### src/rtl/pipe_pkg.sv
// Shared definitions for the RV32I pipeline stage registers: default widths,
// result-source and ALU-op encodings, and the ID/EX control bundle layout.
package pipe_pkg;

  localparam int DATA_WIDTH_DEF       = 32;
  localparam int REG_ADDR_WIDTH_DEF   = 5;
  localparam int ALU_CTRL_WIDTH_DEF   = 4;
  localparam int RESULT_SRC_WIDTH_DEF = 2;
  localparam int CNT_WIDTH_DEF        = 32;

  typedef enum logic [1:0] {
    RES_ALU = 2'd0,
    RES_MEM = 2'd1,
    RES_PC4 = 2'd2
  } result_src_e;

  typedef enum logic [3:0] {
    ALU_ADD  = 4'd0,
    ALU_SUB  = 4'd1,
    ALU_AND  = 4'd2,
    ALU_OR   = 4'd3,
    ALU_XOR  = 4'd4,
    ALU_SLT  = 4'd5,
    ALU_SLTU = 4'd6,
    ALU_SLL  = 4'd7,
    ALU_SRL  = 4'd8,
    ALU_SRA  = 4'd9
  } alu_ctrl_e;

  typedef struct packed {
    logic        reg_write;
    result_src_e result_src;
    logic        mem_write;
    logic        jump;
    logic        branch;
    alu_ctrl_e   alu_control;
    logic        alu_src;
  } id_ex_ctrl_t;

endpackage

### src/rtl/pipe_stage_reg.sv
// Generic pipeline register with fixed priority rst > flush > stall > load;
// flush loads FLUSH_VAL, reset always clears to zero.
module pipe_stage_reg #(
  parameter int               WIDTH     = 1,
  parameter logic [WIDTH-1:0] FLUSH_VAL = '0
) (
  input  logic             clk,
  input  logic             rst,
  input  logic             flush,
  input  logic             stall,
  input  logic [WIDTH-1:0] d,
  output logic [WIDTH-1:0] q
);

  always_ff @(posedge clk) begin
    if (rst) begin
      q <= '0;
    end else if (flush) begin
      q <= FLUSH_VAL;
    end else if (!stall) begin
      q <= d;
    end
  end

endmodule

### src/rtl/id_ex_pipe_reg.sv
// ID/EX pipeline register with stall, flush-to-bubble and valid tracking.
// Define PIPE_PERF_CNT_EN to add the saturating StallCnt/BubbleCnt counters.
module id_ex_pipe_reg
  import pipe_pkg::*;
#(
  parameter int DATA_WIDTH       = DATA_WIDTH_DEF,
  parameter int REG_ADDR_WIDTH   = REG_ADDR_WIDTH_DEF,
  parameter int ALU_CTRL_WIDTH   = ALU_CTRL_WIDTH_DEF,
  parameter int RESULT_SRC_WIDTH = RESULT_SRC_WIDTH_DEF,
  parameter int CNT_WIDTH        = CNT_WIDTH_DEF
) (
  input  logic                        clk,
  input  logic                        rst,
  input  logic                        StallE,
  input  logic                        FlushE,
  input  logic                        ValidD,
  input  logic [DATA_WIDTH-1:0]       Rd1D,
  input  logic [DATA_WIDTH-1:0]       Rd2D,
  input  logic [DATA_WIDTH-1:0]       PCD,
  input  logic [DATA_WIDTH-1:0]       PCPlus4D,
  input  logic [DATA_WIDTH-1:0]       ImmExtD,
  input  logic [REG_ADDR_WIDTH-1:0]   Rs1D,
  input  logic [REG_ADDR_WIDTH-1:0]   Rs2D,
  input  logic [REG_ADDR_WIDTH-1:0]   RdD,
  input  logic [2:0]                  Funct3D,
  input  logic                        RegWriteD,
  input  logic                        MemWriteD,
  input  logic                        JumpD,
  input  logic                        BranchD,
  input  logic                        ALUSrcD,
  input  logic [RESULT_SRC_WIDTH-1:0] ResultSrcD,
  input  logic [ALU_CTRL_WIDTH-1:0]   ALUControlD,
  output logic [DATA_WIDTH-1:0]       Rd1E,
  output logic [DATA_WIDTH-1:0]       Rd2E,
  output logic [DATA_WIDTH-1:0]       PCE,
  output logic [DATA_WIDTH-1:0]       PCPlus4E,
  output logic [DATA_WIDTH-1:0]       ImmExtE,
  output logic [REG_ADDR_WIDTH-1:0]   Rs1E,
  output logic [REG_ADDR_WIDTH-1:0]   Rs2E,
  output logic [REG_ADDR_WIDTH-1:0]   RdE,
  output logic [2:0]                  Funct3E,
  output logic                        RegWriteE,
  output logic                        MemWriteE,
  output logic                        JumpE,
  output logic                        BranchE,
  output logic                        ALUSrcE,
  output logic [RESULT_SRC_WIDTH-1:0] ResultSrcE,
  output logic [ALU_CTRL_WIDTH-1:0]   ALUControlE,
  output logic                        ValidE
`ifdef PIPE_PERF_CNT_EN
  ,
  output logic [CNT_WIDTH-1:0]        StallCnt,
  output logic [CNT_WIDTH-1:0]        BubbleCnt
`endif
);

  localparam int DW = 5 * DATA_WIDTH + 3 * REG_ADDR_WIDTH + 3;
  localparam int CW = 6 + RESULT_SRC_WIDTH + ALU_CTRL_WIDTH;

  logic [DW-1:0] data_d_p0, data_q_p1;
  logic [CW-1:0] ctrl_d_p0, ctrl_q_p1;

  assign data_d_p0 = {Rd1D, Rd2D, PCD, PCPlus4D, ImmExtD, Rs1D, Rs2D, RdD, Funct3D};

  // State-changing controls are gated by ValidD so an empty slot can never commit.
  assign ctrl_d_p0 = {ValidD,
                      RegWriteD & ValidD,
                      MemWriteD & ValidD,
                      JumpD & ValidD,
                      BranchD & ValidD,
                      ALUSrcD, ResultSrcD, ALUControlD};

  pipe_stage_reg #(.WIDTH(DW), .FLUSH_VAL('0)) u_data_reg (
    .clk   (clk),
    .rst   (rst),
    .flush (FlushE),
    .stall (StallE),
    .d     (data_d_p0),
    .q     (data_q_p1)
  );

  pipe_stage_reg #(.WIDTH(CW), .FLUSH_VAL('0)) u_ctrl_reg (
    .clk   (clk),
    .rst   (rst),
    .flush (FlushE),
    .stall (StallE),
    .d     (ctrl_d_p0),
    .q     (ctrl_q_p1)
  );

  // ---- E stage outputs ----
  assign {Rd1E, Rd2E, PCE, PCPlus4E, ImmExtE, Rs1E, Rs2E, RdE, Funct3E} = data_q_p1;
  assign {ValidE, RegWriteE, MemWriteE, JumpE, BranchE,
          ALUSrcE, ResultSrcE, ALUControlE} = ctrl_q_p1;

`ifdef PIPE_PERF_CNT_EN
  function automatic logic [CNT_WIDTH-1:0] sat_inc(input logic [CNT_WIDTH-1:0] v);
    return (&v) ? v : v + 1'b1;
  endfunction

  logic stall_evt, bubble_evt;
  assign stall_evt  = StallE & ~FlushE;
  assign bubble_evt = FlushE | (~StallE & ~ValidD);

  always_ff @(posedge clk) begin
    if (rst) begin
      StallCnt  <= '0;
      BubbleCnt <= '0;
    end else begin
      if (stall_evt)  StallCnt  <= sat_inc(StallCnt);
      if (bubble_evt) BubbleCnt <= sat_inc(BubbleCnt);
    end
  end
`endif

endmodule
### config.mk
export PLATFORM = sky130hd
export DESIGN_NAME = id_ex_pipe_reg
export DESIGN_NICKNAME = d
export VERILOG_FILES = /design/src/rtl/pipe_pkg.sv /design/src/rtl/pipe_stage_reg.sv /design/src/rtl/id_ex_pipe_reg.sv
export SDC_FILE = /design/constraint.sdc
export NUM_CORES = 1
export LEC_CHECK = 0
export CORE_MARGIN = 10
export CORE_UTILIZATION = 41
export CTS_CLUSTER_SIZE = 16
export DETAILED_ROUTE_END_ITERATION = 6
export PLACE_DENSITY = 0.85
export SYNTH_ARGS = -nofsm -noshare
export SYNTH_HDL_FRONTEND = slang
export SYNTH_SLANG_ARGS = --single-unit
### constraint.sdc
create_clock -name clk -period 3.08 [get_ports clk]
set_input_delay 0.924 -clock clk [delete_from_list [all_inputs] [get_ports clk]]
set_output_delay 0.924 -clock clk [all_outputs]
set_load 0.005 [all_outputs]
==> flow_metrics.tcl <==
set metrics [dict create \
    worstSetupEndpointType "output pin" \
    instances_no_fill 1219 \
    fin_total_pwr_uw 5620 \
    clk_latency_ns 0.42 \
    seq_area_frac_synth_pct 56.3 \
    clockBufferDepth 2 \
    dr.pass1.iters 6 \
    grt.total_usage_pct 21.1 \
    grt_use_met1_pct 20.9 \
    cts_inserted_buffers 17 \
    dp_hpwl_um 18800 \
    die_h_um 148 \
    cap_violations 0 \
    cp.buffers_inverters 1 \
    use_met2_pct 37.2 \
    whs_ns 0.467 \
    post_drt_wl_per_cell_um 19.8 \
    cts_tree "built" \
    fmax_mhz 440 \
    top_usage_layer "met2" \
    synth_nets 812 \
    final_max_slew_viol_count 0 \
    finalCriticalPeriod_ns 2.27 \
    fillers 1172 \
    status "completed" \
    worst_path_dominant_cell_family "buffers and inverters" \
    relSlewSlack_pct 68.3 \
    grt_pass1_wl_um 35800 \
    power.density_mw_per_mm2 495 \
    skew_ns 0 \
    worst-path-max-fanout 2 \
    cts_sinks 190 \
    syn_area_per_cell_um2 10.9 \
    synth_cells 618 \
    antenna_found_initial 1 \
    setup_slack_ns 0.808 \
    die_w_um 148 \
    grt-ovfl-total 0 \
    cp_num_cells 1 \
    whs_path_depth 2 \
    postCtsSetupBuffers 0 \
    leakagePower_uw 0.00471 \
    worst_ir_drop_vdd_v 0.000341 \
    num_vias 5662 \
    hold_violations 0 \
    fin_nets 1183 \
    gp_congestion 0.778 \
    drive_gt1_share_pct 4.49 \
    areaGrowthSynthToFinish_pct 67.9 \
    die-area_mm2 0.0220 \
    worstPathArrival_ns 1.35 \
    wl_um 24100 \
    portBuffers 383 \
    crit_required_ns 2.16 \
    tightest_slew_ns 0.475 \
    num_io_pins 384 \
    cts_hold_buf 0 \
    dp.cells 1186 \
    viasPerCell 4.64 \
    layout_common_cells "clkdlybuf4s50_1 (382), dfxtp_1 (190), mux2i_1 (186), nor2_1 (186), clkbuf_16 (17)" \
    initial_utilization_pct 42.3 \
    yosys_warnings 0 \
    crit_path_start_kind "register" \
    min_path_type "register to register" \
    setup_viol 0 \
    layout_commonest_cell "clkdlybuf4s50_1" \
    cts_root_buf "clkbuf_16" \
    clk_pin_slew_ns 0.07 \
    use_met3_pct 10.6 \
    ant_nets 0 \
    critical_path.cell_chain "clkdlybuf4s50_1" \
    htreeDepth 4 \
    grt_pass1_vias 6061 \
    preCtsSetupSlack_ns 0.700 \
    path_class "register to output pin" \
    critPathMaxStageDelay_ns 0.54 \
    cpMaxStageDelayCell "clkdlybuf4s50_1" \
    design.core.area_mm2 0.0160 \
    fin_tns_setup_ns 0 \
    cts_resized 0 \
    rsz0062_at_grt "no" \
    synth_cell_types 11 \
    num_rows 46 \
    yosys_register_bits 190 \
    rr_worst_depth 2 \
    syn_area_mm2 0.00676 \
    grt_start_max_net_pins 61 \
    fin_crit_sh_pct 73.8 \
    drc 0 \
    drtIter0Drc 206 \
]
-- power by group --
part	internal [uW]	switching (uW)	leakage (uW)
Sequential	2540	41.6	0.00155
Combinational	486	263	0.00286
Clock	1330	962	0.000298
-- through the flow --
stage / utilization, % / area, um^2
finish: 70.9 / 11400
global route: 70.9 / 11400
CTS: 70.9 / 11300
detailed placement: 67.1 / 10700
global placement: 67.1 / 10700
floorplan: - / 6760
-- area by class of cell --
| type | count | area, um^2 | area share, % |
|---|---|---|---|
| repair buffers | 395 | 4030 | 35.5 |
| multi-input cells | 385 | 2630 | 23.2 |
| well taps | 216 | 270 | 2.38 |
| flip-flops and latches | 190 | 3800 | 33.5 |
| clock buffers | 20 | 457 | 4.02 |
| clock inverters | 12 | 155 | 1.37 |
| diodes | 1 | 2.50 | 0.0220 |
-- cell families (layout without fill, tap and decap cells) --
family / Yosys count / after routing / synth area share [%]
flops: 190 / 190 / 56.3
compound gates: 4 / 4 / 0.296
other cells: 0 / 1 / 0
mux: 186 / 186 / 27.5
buf+inv: 43 / 427 / 4.81
simple gates: 195 / 195 / 11.1
-- flip-flops by register name, indices dropped and copies added (netlist names) --
register and count:
u_ctrl_reg.q 12, u_data_reg.q 178
-- final timing paths --
kind                startpoint                end  slack [ns]
max          u_data_reg.q[111]            PCE[29]        0.81
min reg2reg    u_ctrl_reg.q[9]    u_ctrl_reg.q[9]        0.47
min            u_ctrl_reg.q[9]    u_ctrl_reg.q[9]        0.47
max reg2reg  u_data_reg.q[127]  u_data_reg.q[127]        2.38
-- metal layers --
metal / wire, um / vias to the layer above
met2: 12100 / 261
met3: 2690 / 31
met5: 0 / -
met1: 8780 / 2582
met4: 517 / 0
li1: - / 2788
-- Yosys cell counts --
cell / n / area (um^2)
mux2i_1: 186 / 1860
nand3b_1: 4 / 30.0
buf_2: 5 / 25.0
buf_4: 16 / 120
nand2_1: 4 / 15.0
nor2_1: 186 / 698
a21oi_1: 4 / 20.0
clkbuf_1: 9 / 33.8
buf_6: 13 / 146
or2_1: 1 / 6.26
dfxtp_1: 190 / 3800
(Power assumes the default switching activity.)
